[src/rtl/uart_pkg.sv]
// ============================================================================
// Module   : uart_pkg
// Brief    : Shared receiver state encoding and counter-width helper.
//            Optional build macro: UART_RX_PARITY_EN (adds the PARITY state).
// Revision : 1.0
// ============================================================================
`default_nettype none

package uart_pkg;

  typedef enum logic [2:0] {
    ST_IDLE   = 3'd0,
    ST_START  = 3'd1,
    ST_DATA   = 3'd2,
`ifdef UART_RX_PARITY_EN
    ST_PARITY = 3'd3,
`endif
    ST_STOP   = 3'd4
  } rx_state_e;

  // Bits needed to hold the values 0 .. n-1 (never less than one bit).
  function automatic int cnt_width(input int n);
    return (n < 2) ? 1 : $clog2(n);
  endfunction

endpackage

`default_nettype wire

[src/rtl/uart_rx_frame.sv]
// ============================================================================
// Module   : uart_rx_frame
// Brief    : Single-frame UART receiver: synchronizer, frame FSM, bit sampler.
//            Optional build macro: UART_RX_PARITY_EN (parity bit after data).
// Revision : 1.0
// ============================================================================
`default_nettype none

module uart_rx_frame
  import uart_pkg::*;
#(
  parameter int CLOCKS_PER_PULSE = 4,
  parameter int BITS_PER_WORD    = 8,
  parameter int STOP_BITS        = 1,
  parameter int PARITY_ODD       = 0
) (
  input  logic                     clk,
  input  logic                     rst,
  input  logic                     rx_i,
  output logic [BITS_PER_WORD-1:0] word_o,
  output logic                     word_valid_o,
  output logic                     frame_err_o,
  output logic                     parity_err_o,
  output logic                     idle_o
);

  localparam int              c_cnt_w    = cnt_width(CLOCKS_PER_PULSE + 1);
  localparam int              c_bit_w    = cnt_width(BITS_PER_WORD);
  localparam logic [c_cnt_w-1:0] c_cnt_one  = c_cnt_w'(1);
  localparam logic [c_cnt_w-1:0] c_cnt_half = c_cnt_w'(CLOCKS_PER_PULSE / 2);
  localparam logic [c_cnt_w-1:0] c_cnt_full = c_cnt_w'(CLOCKS_PER_PULSE);
  localparam logic [c_bit_w-1:0] c_bit_one  = c_bit_w'(1);
  localparam logic [c_bit_w-1:0] c_bit_last = c_bit_w'(BITS_PER_WORD - 1);
  localparam logic               c_stop_last = 1'(STOP_BITS - 1);

  logic                     rx_meta_q, rx_sync_q, rx_prev_q;
  rx_state_e                state_q;
  logic [c_cnt_w-1:0]       cnt_q;
  logic [c_bit_w-1:0]       bit_idx_q;
  logic                     stop_idx_q;
  logic [BITS_PER_WORD-1:0] shift_q, word_q;
  logic                     valid_q, ferr_q;
  logic                     w_tick;

  // Counter runs down from its load value; a sample is taken when it hits 1.
  assign w_tick = (cnt_q == c_cnt_one);

`ifdef UART_RX_PARITY_EN
  localparam logic c_par_odd = PARITY_ODD[0];
  logic par_bad_q, perr_q;
  logic w_par_bad;
  assign w_par_bad    = (^shift_q) ^ rx_sync_q ^ c_par_odd;
  assign parity_err_o = perr_q;
`else
  if (PARITY_ODD != 0) begin : g_parity_sense_unused
  end
  assign parity_err_o = 1'b0;
`endif

  always_ff @(posedge clk) begin
    if (rst) begin
      rx_meta_q  <= 1'b1;
      rx_sync_q  <= 1'b1;
      rx_prev_q  <= 1'b1;
      state_q    <= ST_IDLE;
      cnt_q      <= '0;
      bit_idx_q  <= '0;
      stop_idx_q <= 1'b0;
      shift_q    <= '0;
      word_q     <= '0;
      valid_q    <= 1'b0;
      ferr_q     <= 1'b0;
`ifdef UART_RX_PARITY_EN
      par_bad_q  <= 1'b0;
      perr_q     <= 1'b0;
`endif
    end else begin
      rx_meta_q <= rx_i;
      rx_sync_q <= rx_meta_q;
      rx_prev_q <= rx_sync_q;
      valid_q   <= 1'b0;
      ferr_q    <= 1'b0;
`ifdef UART_RX_PARITY_EN
      perr_q    <= 1'b0;
`endif
      if (state_q != ST_IDLE) begin
        cnt_q <= w_tick ? c_cnt_full : cnt_q - c_cnt_one;
      end
      case (state_q)
        ST_IDLE: begin
          if (rx_prev_q && !rx_sync_q) begin
            state_q <= ST_START;
            cnt_q   <= c_cnt_half;
          end
        end
        ST_START: begin
          if (w_tick) begin
            if (rx_sync_q) begin
              state_q <= ST_IDLE;
            end else begin
              state_q   <= ST_DATA;
              bit_idx_q <= '0;
            end
          end
        end
        ST_DATA: begin
          if (w_tick) begin
            shift_q <= {rx_sync_q, shift_q[BITS_PER_WORD-1:1]};
            if (bit_idx_q == c_bit_last) begin
`ifdef UART_RX_PARITY_EN
              state_q    <= ST_PARITY;
`else
              state_q    <= ST_STOP;
`endif
              stop_idx_q <= 1'b0;
            end else begin
              bit_idx_q <= bit_idx_q + c_bit_one;
            end
          end
        end
`ifdef UART_RX_PARITY_EN
        ST_PARITY: begin
          if (w_tick) begin
            par_bad_q  <= w_par_bad;
            perr_q     <= w_par_bad;
            state_q    <= ST_STOP;
            stop_idx_q <= 1'b0;
          end
        end
`endif
        ST_STOP: begin
          if (w_tick) begin
            if (!rx_sync_q) begin
              ferr_q  <= 1'b1;
              state_q <= ST_IDLE;
            end else if (stop_idx_q == c_stop_last) begin
              state_q <= ST_IDLE;
`ifdef UART_RX_PARITY_EN
              if (!par_bad_q) begin
                word_q  <= shift_q;
                valid_q <= 1'b1;
              end
`else
              word_q  <= shift_q;
              valid_q <= 1'b1;
`endif
            end else begin
              stop_idx_q <= 1'b1;
            end
          end
        end
        default: state_q <= ST_IDLE;
      endcase
    end
  end

  assign word_o       = word_q;
  assign word_valid_o = valid_q;
  assign frame_err_o  = ferr_q;
  assign idle_o       = (state_q == ST_IDLE);

endmodule

`default_nettype wire

[src/rtl/uart_rx_packer.sv]
// ============================================================================
// Module   : uart_rx_packer
// Brief    : Packs N_WORDS received UART frames into one valid/ready beat.
//            Optional build macro: UART_RX_PARITY_EN (parity check per frame).
// Revision : 1.0
// ============================================================================
`default_nettype none

module uart_rx_packer
  import uart_pkg::*;
#(
  parameter int CLOCKS_PER_PULSE = 4,
  parameter int BITS_PER_WORD    = 8,
  parameter int N_WORDS          = 4,
  parameter int STOP_BITS        = 1,
  parameter int PARITY_ODD       = 0,
  parameter int TIMEOUT_PULSES   = 32
) (
  input  logic                             clk,
  input  logic                             rst,
  input  logic                             rx,
  input  logic                             m_ready,
  output logic                             m_valid,
  output logic [N_WORDS*BITS_PER_WORD-1:0] m_data,
  output logic                             frame_err,
  output logic                             parity_err,
  output logic                             overflow,
  output logic                             timeout
);

  localparam int                c_beat_w = N_WORDS * BITS_PER_WORD;
  localparam int                c_idx_w  = cnt_width(N_WORDS);
  localparam logic [c_idx_w-1:0] c_idx_last = c_idx_w'(N_WORDS - 1);
  localparam logic [c_idx_w-1:0] c_idx_one  = c_idx_w'(1);

  logic [BITS_PER_WORD-1:0] w_word;
  logic                     w_word_valid, w_idle, w_timeout_hit;

  logic [c_idx_w-1:0]  idx_q, idx_d;
  logic [c_beat_w-1:0] asm_q, asm_d, mdata_q, mdata_d;
  logic                mvalid_q, mvalid_d, ovf_q, ovf_d, to_q, to_d;

  uart_rx_frame #(
    .CLOCKS_PER_PULSE(CLOCKS_PER_PULSE),
    .BITS_PER_WORD   (BITS_PER_WORD),
    .STOP_BITS       (STOP_BITS),
    .PARITY_ODD      (PARITY_ODD)
  ) u_frame (
    .clk         (clk),
    .rst         (rst),
    .rx_i        (rx),
    .word_o      (w_word),
    .word_valid_o(w_word_valid),
    .frame_err_o (frame_err),
    .parity_err_o(parity_err),
    .idle_o      (w_idle)
  );

  always_comb begin
    idx_d    = idx_q;
    asm_d    = asm_q;
    mdata_d  = mdata_q;
    mvalid_d = mvalid_q;
    ovf_d    = 1'b0;
    to_d     = 1'b0;
    if (mvalid_q && m_ready) begin
      mvalid_d = 1'b0;
    end
    if (w_word_valid) begin
      for (int i = 0; i < N_WORDS; i++) begin
        if (idx_q == c_idx_w'(i)) begin
          asm_d[i*BITS_PER_WORD +: BITS_PER_WORD] = w_word;
        end
      end
      if (idx_q == c_idx_last) begin
        idx_d = '0;
        // A held, unaccepted beat wins over the newly completed one.
        if (mvalid_q && !m_ready) begin
          ovf_d = 1'b1;
        end else begin
          mdata_d  = asm_d;
          mvalid_d = 1'b1;
        end
      end else begin
        idx_d = idx_q + c_idx_one;
      end
    end else if (w_timeout_hit) begin
      idx_d = '0;
      to_d  = 1'b1;
    end
  end

  always_ff @(posedge clk) begin
    if (rst) begin
      idx_q    <= '0;
      asm_q    <= '0;
      mdata_q  <= '0;
      mvalid_q <= 1'b0;
      ovf_q    <= 1'b0;
      to_q     <= 1'b0;
    end else begin
      idx_q    <= idx_d;
      asm_q    <= asm_d;
      mdata_q  <= mdata_d;
      mvalid_q <= mvalid_d;
      ovf_q    <= ovf_d;
      to_q     <= to_d;
    end
  end

  if (TIMEOUT_PULSES > 0) begin : g_timeout
    localparam int               c_limit = TIMEOUT_PULSES * CLOCKS_PER_PULSE;
    localparam int               c_tw    = cnt_width(c_limit);
    localparam logic [c_tw-1:0]  c_t_one = c_tw'(1);
    localparam logic [c_tw-1:0]  c_t_end = c_tw'(c_limit - 1);
    logic [c_tw-1:0] idle_cnt_q;
    logic            w_armed;

    assign w_armed       = w_idle && (idx_q != '0) && !w_word_valid;
    assign w_timeout_hit = w_armed && (idle_cnt_q == c_t_end);

    always_ff @(posedge clk) begin
      if (rst || !w_armed || w_timeout_hit) begin
        idle_cnt_q <= '0;
      end else begin
        idle_cnt_q <= idle_cnt_q + c_t_one;
      end
    end
  end else begin : g_no_timeout
    assign w_timeout_hit = 1'b0;
  end

  assign m_valid  = mvalid_q;
  assign m_data   = mdata_q;
  assign overflow = ovf_q;
  assign timeout  = to_q;

endmodule

`default_nettype wire

[config.mk]
export PLATFORM = sky130hd
export DESIGN_NAME = uart_rx_packer
export DESIGN_NICKNAME = d
export VERILOG_FILES = /design/src/rtl/uart_pkg.sv /design/src/rtl/uart_rx_frame.sv /design/src/rtl/uart_rx_packer.sv
export SDC_FILE = /design/constraint.sdc
export NUM_CORES = 1
export LEC_CHECK = 0
export ABC_CLOCK_PERIOD_IN_PS = 3560
export BUFFER_PORTS_ARGS = -buffer_cell sky130_fd_sc_hd__buf_2
export CAP_MARGIN = 10
export CORE_MARGIN = 10
export CORE_UTILIZATION = 65
export CTS_BUF_LIST = sky130_fd_sc_hd__clkbuf_2
export CTS_CLUSTER_DIAMETER = 200
export DETAILED_ROUTE_END_ITERATION = 6
export MAX_ROUTING_LAYER = met4
export PLACE_DENSITY = 0.95
export SLEW_MARGIN = 40
export SYNTH_ARGS = -nofsm -noshare
export SYNTH_HDL_FRONTEND = slang
export SYNTH_SLANG_ARGS = --single-unit
[constraint.sdc]
create_clock -name clk -period 3.56 [get_ports clk]
set_input_delay 0 -clock clk [delete_from_list [all_inputs] [get_ports clk]]
set_output_delay 0 -clock clk [all_outputs]
set_load 0.005 [all_outputs]
Yosys cells after proc, flatten, opt, wreduce, memory -nomap -nowiden
Cells that the tools add are included.
W data, S select, Z words.
{"block": "word_totals", "ff_bits": 107, "input_bits": 4}
{"block": "op_classes", "addsub": 4, "n_eq_ne": 18, "mux": 39, "bitwise": 7, "reduce_logical": 29}
{"cell": "$mux W3", "n": 15}
{"cell": "$mux W8", "n": 4}
{"cell": "$mux W1", "n": 13}
{"cell": "$ne A2 B1 Y1 const B", "n": 6}
{"cell": "$pmux W3 S4", "n": 1}
{"cell": "$reduce_and A5 Y1", "n": 2}
{"cell": "$mux W2", "n": 4}
{"cell": "$reduce_bool A2 Y1", "n": 4}
{"cell": "$add A7 B1 Y7 const B", "n": 1}
{"cell": "$eq A7 B7 Y1 const B", "n": 1}
{"cell": "$not A1 Y1", "n": 7}
{"cell": "$eq A3 B1 Y1 const B", "n": 2}
{"cell": "$eq A3 B3 Y1 const B", "n": 2}
{"cell": "$logic_and A1 B1 Y1", "n": 6}
{"cell": "$pmux W3 S2", "n": 1}
{"cell": "$reduce_and A6 Y1", "n": 1}
{"cell": "$reduce_or A3 Y1", "n": 2}
{"cell": "$eq A2 B2 Y1 const B", "n": 2}
{"cell": "$logic_not A1 Y1", "n": 4}
{"cell": "$ne A2 B2 Y1 const B", "n": 2}
{"cell": "$reduce_and A4 Y1", "n": 1}
{"cell": "$reduce_or A4 Y1", "n": 1}
{"cell": "$add A3 B1 Y3 const B", "n": 1}
{"cell": "$eq A3 B2 Y1 const B", "n": 1}
{"cell": "other kinds (12)", "n": 13}

Depth between registers and ports, before layout
Gate-level depths: netlist of the first run.
{"block": "logic_depth", "depth_word": 6, "depth_mapped": 8, "depth_no_buf": 6}

Modules after synthesis
Synthesis of the first run repeated with hierarchy kept, for this count alone.
{"block": "hier_totals", "hier_cells": 474, "area_unflattened_um2": 4202.8}
{"module": "uart_rx_packer", "n_inst": 1, "cells_per_inst": 324, "area_each_um2": 2847.7, "seq_area_each_um2": 1361.3}
{"module": "uart_rx_frame", "n_inst": 1, "cells_per_inst": 150, "area_each_um2": 1355.0, "seq_area_each_um2": 600.6}

Worst setup path after synthesis of the first run
Ideal clock, no wire load.
{"block": "synth_path", "path_kind": "reg2reg", "from": "reg u_frame.bit_idx_q[0]", "to": "reg u_frame.bit_idx_q[0]", "t_arrival_ps": 1439, "path_slack_ps": 1998, "path_stages_with_launch": 8, "n_path_buf": 1, "synth_period_minus_slack_ps": 1562, "cell_sequence": "dfxtp_1 -> ha_1 -> ha_1 -> nor3b_1 -> a21oi_1 -> or3_1 -> clkbuf_1 -> mux2i_1"}
{"block": "synth_via", "elab_chain_len": 4, "word_cells_on_any_way": 7, "classes_between": "add/sub (1); eq/ne (2); mux (3); reduce/logical (1)"}
{"item": "start: declaration", "line": "uart_rx_frame.sv:39", "text": "logic [c_bit_w-1:0] bit_idx_q;"}
{"item": "start signal: assignment", "line": "uart_rx_frame.sv:117", "text": "bit_idx_q <= bit_idx_q + c_bit_one;"}
{"item": "$add A3 B1 Y3", "line": "uart_rx_frame.sv:117"}
{"item": "$mux W3", "line": "uart_rx_frame.sv:109", "text": "if (bit_idx_q == c_bit_last) begin"}
{"item": "$mux W3", "line": "uart_rx_frame.sv:107", "text": "if (w_tick) begin"}
{"item": "$pmux W3 S2", "line": "uart_rx_frame.sv:89", "text": "case (state_q)"}
Parallel ways exist; a longest one is shown, timed or not. The select of a mux whose other input is x is not followed.
A chain may end at the register's enable or synchronous reset.

Worst setup path in the final report of the first run
{"block": "layout_path", "from": "reg u_frame.cnt_q[1]", "to": "reg u_frame.word_q[6], in the netlist u_frame.word_o[6]"}
{"block": "layout_via", "elab_chain_len": 2}
{"item": "start: declaration", "line": "uart_rx_frame.sv:38", "text": "logic [c_cnt_w-1:0] cnt_q;"}
{"item": "start signal: assignment", "line": "uart_rx_frame.sv:87", "text": "cnt_q <= w_tick ? c_cnt_full : cnt_q - c_cnt_one;"}
{"item": "start signal: assignment", "line": "uart_rx_frame.sv:93", "text": "cnt_q <= c_cnt_half;"}
{"item": "$eq A3 B1 Y1", "line": "uart_rx_frame.sv:46", "text": "assign w_tick = (cnt_q == c_cnt_one);"}
{"item": "$reduce_and A4 Y1 (no source line)"}
{"item": "end signal: assignment", "line": "uart_rx_frame.sv:144", "text": "word_q <= shift_q;"}
{"item": "end: declaration", "line": "uart_rx_frame.sv:41", "text": "logic [BITS_PER_WORD-1:0] shift_q, word_q;"}
Every way passes these cells.

==> impl_metrics.json, run 1 <==
{
  "grt_max_degree": 57,
  "grt_pass1_wl_mm": 13.88,
  "setup_violations": 0,
  "rsz0062_at_grt": "false",
  "yosysTopAreaCell": "dfxtp_1",
  "pwr_density_cell_nw_per_um2": 424.1,
  "reg2reg_from": "u_frame.cnt_q[1]$_SDFF_PP0_",
  "netlist_area_um2": 4026,
  "arrival_ns": 2.55,
  "drtIter0Drc": 232,
  "slew_violations": 0,
  "seq_area_um2": 1962,
  "cts_tree": "yes",
  "relSlewSlack_pct": 49.40,
  "status": "finished clean",
  "postCtsSetupRepairBufs": 0,
  "htreeDepth": 3,
  "total_power_mw": 1.828,
  "drt-total-wl_mm": 8.496,
  "stdcell_count": 538,
  "grt_pass1_vias": 2941,
  "clock_sinks": 98,
  "io_buffer_count": 39,
  "timing.critical_path.max_delay_family": "simple AND/OR/NAND/NOR gates",
  "yosys-top-cells-area": "dfxtp_1 49%, mux2i_1 11%, nor2_1 5.0%",
  "crit_start": "u_frame.cnt_q[1]$_SDFF_PP0_",
  "numPlacedInstances": 519,
  "cts_buffers": 9,
  "whs_path_depth": 3,
  "crit_path_end_kind": "flop",
  "netlist-cell-type-count": 42,
  "ir_worst_vdd_v": 0.0003142,
  "clk_pin_slew_ns": 0.25,
  "ant_nets": 0,
  "antenna_found_initial": 0,
  "hold_viol": 0,
  "drt_drc_violations_left": 0,
  "period_needed_ns": 2.085,
  "synth-seq-area-share_pct": 48.73,
  "use_met1_pct": 19.96,
  "die_w_um": 98.71,
  "core_um2": 5956,
  "crit_fanout": 9,
  "fill_cells": 407,
  "dieArea_um2": 9743,
  "fin_crit_sh_pct": 58.58,
  "synth_cells": 447,
  "synth.top_cell.area_share_pct": 48.73,
  "slowest_delay_ns": 0.57,
  "gp_congestion": 0.8186,
  "critPathKind": "reg -> reg",
  "hold_buffers": 3,
  "max_freq_ghz": 0.4795,
  "tightest_slew_ns": 0.7590,
  "grt-ovfl-total": 0,
  "ys.flop_type": "dfxtp_1",
  "syn_nets": 460,
  "insertion_delay_ns": 0.57,
  "yosys_warnings": 0,
  "clockRootBuffer": "clkbuf_2",
  "cp.depth": 6,
  "async_flop_share_pct": 0,
  "final_util_pct": 72.37,
  "die_y_um": 98.71,
  "timing.critical_path.buf_inv": 1,
  "cts_max_path_buffers": 2,
  "met2_usage_pct": 28.14,
  "finalClockSkew_ns": 0.03143,
  "finalNetCount": 471,
  "drive_gt1_share_pct": 13.82,
  "multi_input_area_um2": 1832,
  "fin_setup_tns_ns": 0,
  "grt_usage_pct": 17.21,
  "crit_path_top_delay_cell": "nand4_1",
  "synth_seq_cells": 98,
  "whs_ns": 0.1277,
  "pin_count": 41,
  "crit_chain": "inv_1 > ha_1 > nor2b_1 > nand4_1 > mux2i_1 > nor2_1",
  "p_leak_nw": 1.707,
  "synth_edf_count": 0,
  "min_path_type": "in -> reg",
  "hp-start": "rx",
  "start_kind": "flop",
  "maxCapViolations": 0,
  "vias_per_cell": 5.831,
  "layout_commonest_cell": "dfxtp_1",
  "grt.busiest_layer": "met2",
  "avgSynthCellArea_um2": 9.008,
  "use_met3_pct": 3.841,
  "rows": 28,
  "postCtsResizedCells": 0,
  "rr_worst_depth": 6,
  "first_pass_iters": 4,
  "start_util_pct": 67.61,
  "antenna_cells": 0,
  "wl_per_cell_um": 15.79,
  "crit_required_ns": 4.02,
  "vias": 3137,
  "areaGrowthSynthToFinish_pct": 7.054,
  "dp_hpwl_mm": 5.602,
  "final_cell_mix": "98 x dfxtp_1, 54 x nor2_1, 50 x nand2_1, 43 x mux2i_1, 38 x buf_2"
}
==> state kept, by name, indices dropped and copies added (netlist names) <==
| name | cells |
|---|---|
| g_timeout.idle_cnt_q | 7 |
| u_frame.shift_q | 8 |
| u_frame.rx_prev_q | 1 |
| m_data | 32 |
| idx_q | 2 |
| u_frame.bit_idx_q | 3 |
| u_frame.frame_err_o | 1 |
| overflow | 1 |
| u_frame.cnt_q | 3 |
| m_valid | 1 |
| u_frame.state_q | 3 |
| u_frame.word_o | 8 |
| u_frame.word_valid_o | 1 |
| timeout | 1 |
| u_frame.rx_meta_q | 1 |
| u_frame.rx_sync_q | 1 |
| asm_q | 24 |
==> final timing paths <==
kind | endpoint | slack (ns)
setup reg to reg | u_frame.word_o[6]$_SDFFE_PP0P_ | 1.47
hold / removal | u_frame.rx_meta_q$_SDFF_PP1_ | 0.13
setup / recovery | u_frame.word_o[6]$_SDFFE_PP0P_ | 1.47
hold reg to reg | g_timeout.idle_cnt_q[0]$_SDFF_PP0_ | 0.45
==> power breakdown <==
part	internal, mW	total, mW	switching (mW)
sequential	1.11	1.11	0.00530
combinational	0.0167	0.0462	0.0294
clock	0.302	0.671	0.369
total	1.42	1.83	0.404
==> cell type report <==
type                       count  share of cell area [%]
clock buffer                   9                   1.045
inverter                       5                  0.4354
multi-input combinational    300                   42.50
sequential                    98                   45.52
tap                           75                   2.177
clock inverter                 7                   2.700
timing repair buffer          44                   5.631
==> per-layer routing <==
layer,vias to the layer above,routed length (µm)
met4,0,175
met3,17,488
li1,1545,-
met5,-,0
met1,1495,3615
met2,80,4216
==> worst reg2reg max path: stages, from the launching register on <==
cell     delay (ns)
dfxtp_1        0.36
inv_1          0.07
ha_1           0.20
nor2b_1        0.36
nand4_1        0.57
mux2i_1        0.36
nor2_1         0.07
==> cells in the mapped netlist, drive strengths merged, types with 2 or more instances <==
master  count
ha          9
nand4       2
a21oi      36
nand2      50
and2        3
inv         5
nand3      30
a211oi     24
nor2b       4
mux2i      43
nor3        3
or3         4
clkbuf     25
nand2b      7
or2         3
buf        19
and3        2
o21ai       3
nor2       54
xnor2       3
dfxtp      98
nor3b       4
xor2        2
==> per-stage QoR <==
step	setup slack (ns)	area (µm²)
after global routing	1.351	4310
after global placement	1.691	4113
after CTS	1.441	4305
final	1.475	4310
after floorplan	1.998	4026
after detailed placement	1.484	4114
==> logic make-up (layout without fill, tap and decap cells) <==
family                     Yosys count  count (layout)  share of synthesized area, %
DFF                                 98              98                         48.73
adders and majority gates            9               9                         2.797
xor gates and xnor gates             5               5                         1.088
muxes                               43              43                         10.69
and+or+nand+nor                    171             171                         19.79
AOI/OAI and AO/OA                   71              71                         10.91
other                                1               1                       0.09314
buffers and inverters               49              65                         5.904
Power figures use the tool's default switching activity.
==> run 2: changes to the inputs <==
Settings changed: ABC_CLOCK_PERIOD_IN_PS 3560 to 2050, CORE_UTILIZATION 65 to 60, PLACE_DENSITY 0.95 to 0.91.
Clock period 3.56 ns to 2.05 ns, I/O delays scaled along.
==> run 2 against run 1 <==
Effect of this change: utilization fell by 5.0 points; worst hold slack got worse by 0.0038 ns; worst setup slack got worse by 1.2 ns; non-clock buffer count rose by 11; cell count rose by 2.4%; wire length fell by 7.4%; combinational power rose by 71%; first-iteration DRC count fell by 47%; clock-buffer cell count rose by 1; critical endpoint is now u_frame.shift_q[2]$_SDFFE_PP0P_; largest cell class unchanged; highest routed layer unchanged.
==> impl_metrics.json, run 2 (synthesis gave the netlist of run 1 again) <==
{
  "status": "finished clean",
  "largest_register_ffs": 32,
  "vias": 3044,
  "relSlewSlack_pct": 58.96,
  "hp-start": "rx",
  "clk_pin_slew_ns": 0.25,
  "vias_per_cell": 5.525,
  "tightest_slew_ns": 0.6001,
  "worst_slack_ns": 0.2504,
  "rsz0062_at_grt": "false",
  "numPlacedInstances": 532,
  "antenna_cells": 0,
  "fin_setup_tns_ns": 0,
  "total_power_mw": 2.837,
  "die_y_um": 101.9,
  "use_met1_pct": 18.46,
  "crit_path_top_delay_cell": "or4b_1",
  "fin_crit_sh_pct": 87.78,
  "htreeDepth": 3,
  "drtIter0Drc": 124,
  "grt-ovfl-total": 0,
  "final_cell_mix": "98 x dfxtp_1, 54 x nor2_1, 50 x nand2_1, 43 x mux2i_1, 39 x buf_2",
  "io_buffer_count": 39,
  "maxCapViolations": 0,
  "cts_tree": "yes",
  "finalClockSkew_ns": 0.03797,
  "core_um2": 6422,
  "min_path_type": "in -> reg",
  "pin_count": 41,
  "whs_path_depth": 3,
  "crit_start": "u_frame.cnt_q[1]$_SDFF_PP0_",
  "ant_nets": 0,
  "wl_per_cell_um": 14.28,
  "finalNetCount": 482,
  "met2_usage_pct": 26.59,
  "gp_congestion": 0.8162,
  "drt-total-wl_mm": 7.870,
  "crit_path_end_kind": "flop",
  "fill_cells": 473,
  "stdcell_count": 551,
  "multi_input_area_um2": 1828,
  "grt_usage_pct": 16.25,
  "rr_worst_depth": 6,
  "clock_sinks": 98,
  "antenna_found_initial": 0,
  "pwr_density_cell_nw_per_um2": 655.5,
  "crit_fanout": 8,
  "hold_viol": 0,
  "postCtsResizedCells": 0,
  "slew_violations": 0,
  "die_w_um": 101.9,
  "reg2reg_from": "u_frame.cnt_q[1]$_SDFF_PP0_",
  "critPathKind": "reg -> reg",
  "first_pass_iters": 4,
  "crit_chain": "inv_1 > ha_1 > nand2b_1 > or4b_1 > mux2i_1 > nor2_1",
  "arrival_ns": 2.29,
  "insertion_delay_ns": 0.59,
  "areaGrowthSynthToFinish_pct": 7.489,
  "cts_buffers": 9,
  "drive_gt1_share_pct": 15.61,
  "grt_max_degree": 36,
  "grt_pass1_vias": 2960,
  "setup_violations": 0,
  "rows": 29,
  "ir_worst_vdd_v": 0.0006146,
  "start_util_pct": 62.69,
  "seq_area_um2": 1962,
  "layout_commonest_cell": "dfxtp_1",
  "drt_drc_violations_left": 0,
  "grt.busiest_layer": "met2",
  "dp_hpwl_mm": 5.545,
  "slowest_delay_ns": 0.71,
  "cts_max_path_buffers": 2,
  "period_needed_ns": 1.800,
  "grt_pass1_wl_mm": 13.35,
  "max_freq_ghz": 0.5557,
  "dieArea_um2": 10390,
  "use_met3_pct": 3.914,
  "rrSetupSlack_ns": 0.25,
  "p_leak_nw": 1.722,
  "place_ws_ns": 0.2544,
  "crit_required_ns": 2.54,
  "start_kind": "flop",
  "clockRootBuffer": "clkbuf_2"
}
-- run 2: cell types whose count changed in the layout (fill, tap and decap cells not counted), sizes merged --
cell      previous run  this run
buf                 41        52
bufinv               3         0
clkbuf               9        10
clkinvlp             1         4
inv                  6         7
clkinv               2         0
-- run 2: metal layers --
metal | wire length, µm | up-vias
met5 | 0 | -
met4 | 131 | 0
met3 | 493 | 13
met2 | 3725 | 69
met1 | 3519 | 1398
li1 | - | 1564
-- run 2: area by class of cell --
cell class,instances,area share (%)
Clock buffer,10,1.156
Clock inverter,6,1.156
Inverter,5,0.4337
Multi-Input combinational cell,300,42.24
Sequential cell,98,45.33
Tap cell,77,2.226
Timing Repair Buffer,55,7.459
-- run 2: through the flow --
step | util, % | hold slack (ns) | area [µm²]
6_report | 67.39 | 0.1239 | 4328
2_1_floorplan | - | 0.1038 | 4026
4_1_cts | 67.39 | 0.1025 | 4328
5_1_grt | 67.39 | 0.1169 | 4328
3_3_place_gp | 65.36 | 0.1847 | 4198
3_5_place_dp | 65.36 | 0.1868 | 4198
-- run 2: path summary, 6_finish.rpt --
| kind | end |
|---|---|
| setup / recovery | u_frame.shift_q[2]$_SDFFE_PP0P_ |
| hold / removal | u_frame.rx_meta_q$_SDFF_PP1_ |
| setup reg to reg | u_frame.shift_q[2]$_SDFFE_PP0P_ |
| hold reg to reg | u_frame.rx_sync_q$_SDFF_PP1_ |
-- run 2: timing repair --
action	in CTS	in global routing
hold buffers	3	0
buffers inserted	0	0
hold endpoints to repair	24	0
-- run 2: where the power goes --
part / internal [mW] / switching [mW] / total, mW
Combinational: 0.0303 / 0.0486 / 0.0789
Clock: 0.175 / 0.654 / 0.829
Sequential: 1.92 / 0.00870 / 1.93
Total: 2.13 / 0.711 / 2.84
-- run 2: worst max-delay path, delay by kind of cell (launching register included) --
kind          cells  cell delay, ns
simple gates      3            0.89
mux               1            0.23
buf+inv           1            0.07
fa+ha+maj         1            0.17
flops             1            0.37
==> run 3: changes to the inputs <==
Settings changed: CORE_UTILIZATION 60 to 61, PLACE_DENSITY 0.91 to 0.92, SYNTH_HIERARCHICAL from default to 1.
==> run 3 against run 2 <==
Effect of this change: via count is 11% higher; synthesized cell count grew 6.0%; sequential power barely moved; register-to-register slack worse by 0.13 ns; synthesized area up 4.4%; global-route usage is 1.1 points higher; cell count rose by 4.4%.
==> impl_metrics.json, run 3 <==
{
  "status": "finished clean",
  "wl_per_cell_um": 15.33,
  "rows": 30,
  "hold_viol": 0,
  "clk_pin_slew_ns": 0.25,
  "areaGrowthSynthToFinish_pct": 6.579,
  "core_um2": 6756,
  "yosys-top-cells-area": "dfxtp_1 47%, a21oi_1 8.1%, mux2i_1 7.6%",
  "first_pass_iters": 4,
  "drt-total-wl_mm": 8.814,
  "synth_adder_area_share_pct": 2.679,
  "p_leak_nw": 1.580,
  "avgSynthCellArea_um2": 8.867,
  "relSlewSlack_pct": 57.90,
  "yosys.area_share.simple_pct": 16.79,
  "tightest_slew_ns": 0.6308,
  "postCtsResizedCells": 0,
  "synth_xor_area_share_pct": 0.8336,
  "grt_pass1_wl_mm": 14.45,
  "rsz0062_at_grt": "false",
  "cts_tree": "yes",
  "drtIter0Drc": 203,
  "insertion_delay_ns": 0.59,
  "arrival_ns": 2.45,
  "cts_max_path_buffers": 2,
  "grt_usage_pct": 17.38,
  "critPathKind": "reg -> reg",
  "final_cell_mix": "98 x dfxtp_1, 68 x a21oi_1, 54 x nand2_1, 45 x nand3_1, 39 x buf_2",
  "drt_drc_violations_left": 0,
  "largest_register_ffs": 32,
  "grt_max_degree": 48,
  "pwr_density_cell_nw_per_um2": 637.3,
  "slew_violations": 0,
  "synth_top_family_by_area": "compound AO/OA/AOI/OAI gates",
  "crit_required_ns": 2.57,
  "synth_edf_count": 0,
  "period_needed_ns": 1.933,
  "ir_worst_vdd_v": 0.0004107,
  "cts_buffers": 9,
  "grt-ovfl-total": 0,
  "start_kind": "flop",
  "clock_sinks": 98,
  "vias": 3387,
  "vias_per_cell": 5.890,
  "synth-seq-area-share_pct": 46.68,
  "synth_compound_area_share_pct": 18.31,
  "crit_path_end_kind": "flop",
  "yosys_warnings": 6,
  "antenna_found_initial": 0,
  "max_freq_ghz": 0.5172,
  "numPlacedInstances": 556,
  "die_w_um": 103.0,
  "synth.top_cell.area_share_pct": 46.68,
  "crit_fanout": 10,
  "layout_commonest_cell": "dfxtp_1",
  "start_util_pct": 62.20,
  "pin_count": 41,
  "antenna_cells": 0,
  "ant_nets": 0,
  "maxCapViolations": 0,
  "stdcell_count": 575,
  "netlist-cell-type-count": 50,
  "htreeDepth": 3,
  "io_buffer_count": 39,
  "synth_seq_cells": 98,
  "fin_setup_tns_ns": 0,
  "finalNetCount": 504,
  "die_y_um": 103.0,
  "yosysMostFrequentCell": "dfxtp_1",
  "clockRootBuffer": "clkbuf_2",
  "synth_cells": 474,
  "drive_gt1_share_pct": 16.77,
  "yosysTopAreaCell": "dfxtp_1",
  "setup_violations": 0,
  "netlist_area_um2": 4203,
  "fin_crit_sh_pct": 94.31,
  "synth_common_cells": "98 x dfxtp_1, 68 x a21oi_1, 54 x nand2_1",
  "gp_congestion": 0.8415,
  "syn_nets": 487,
  "ys.flop_type": "dfxtp_1",
  "synth_mux_area_share_pct": 7.621,
  "min_path_type": "in -> reg",
  "dp_hpwl_mm": 6.106,
  "postCtsSetupRepairBufs": 0,
  "dieArea_um2": 10610,
  "hold_buffers": 4,
  "async_flop_share_pct": 0,
  "grt_pass1_vias": 3130,
  "finalClockSkew_ns": 0.02873
}
[run 3: critical path: stages, from the launching register on]
cell	delay, ns
dfxtp_1	0.44
or3_4	0.45
clkinv_1	0.09
or4b_1	0.56
o21bai_4	0.24
nor2_2	0.10
[run 3: worst paths after layout]
kind,depth (start not counted),slack (ns),end,start
setup / recovery,5,0.12,g_timeout.idle_cnt_q[3]$_SDFF_PP0_,u_frame/state_q[1]$_SDFFE_PP0P_
hold / removal,3,0.19,u_frame/word_valid_o$_SDFF_PP0_,rst
setup reg to reg,5,0.12,g_timeout.idle_cnt_q[3]$_SDFF_PP0_,u_frame/state_q[1]$_SDFFE_PP0P_
hold reg to reg,1,0.45,u_frame/rx_sync_q$_SDFF_PP1_,u_frame/rx_meta_q$_SDFF_PP1_
[run 3: per-layer routing]
metal	share of wire, %	global-route usage [%]
met1	44	20.33
met2	50	27.94
met3	5.2	3.619
met4	1.1	8.342
met5	0	-
[run 3: kinds of logic (layout without fill, tap and decap cells)]
kind of cell / after synthesis / after routing
buffers and inverters: 61 / 82
DFF: 98 / 98
AOI/OAI and AO/OA: 127 / 127
muxes: 32 / 32
adders and majority gates: 9 / 9
and+or+nand+nor: 142 / 142
xor gates and xnor gates: 4 / 4
other: 1 / 1
[run 3: final cells by class]
class	count	area [µm²]
Clock buffer	9	45.04
Clock inverter	6	51.30
Fill cell	544	2277
Inverter	11	41.29
Multi-Input combinational cell	315	1947
Sequential cell	98	1962
Tap cell	80	100.1
Timing Repair Buffer	56	332.8
[run 3: where the power goes]
part	leakage [nW]	internal, mW	total [mW]	switching [mW]
combinational	0.737	0.0336	0.0932	0.0597
clock	0.0525	0.166	0.833	0.666
sequential	0.790	1.92	1.93	0.00826
[run 3: per-stage QoR]
step | hold slack (ns) | cell area [µm²] | setup slack [ns] | power (mW) | util (%)
after global routing | 0.1914 | 4479 | 0.02198 | 2.957 | 66.30
after detailed placement | 0.1894 | 4343 | 0.1987 | 2.050 | 64.28
after floorplan | 0.1038 | 4203 | 0.2558 | 2.038 | -
after CTS | 0.1882 | 4479 | 0.1248 | 2.868 | 66.30
after global placement | 0.1862 | 4343 | 0.2556 | 2.046 | 64.28
final | 0.1923 | 4479 | 0.1167 | 2.855 | 66.30
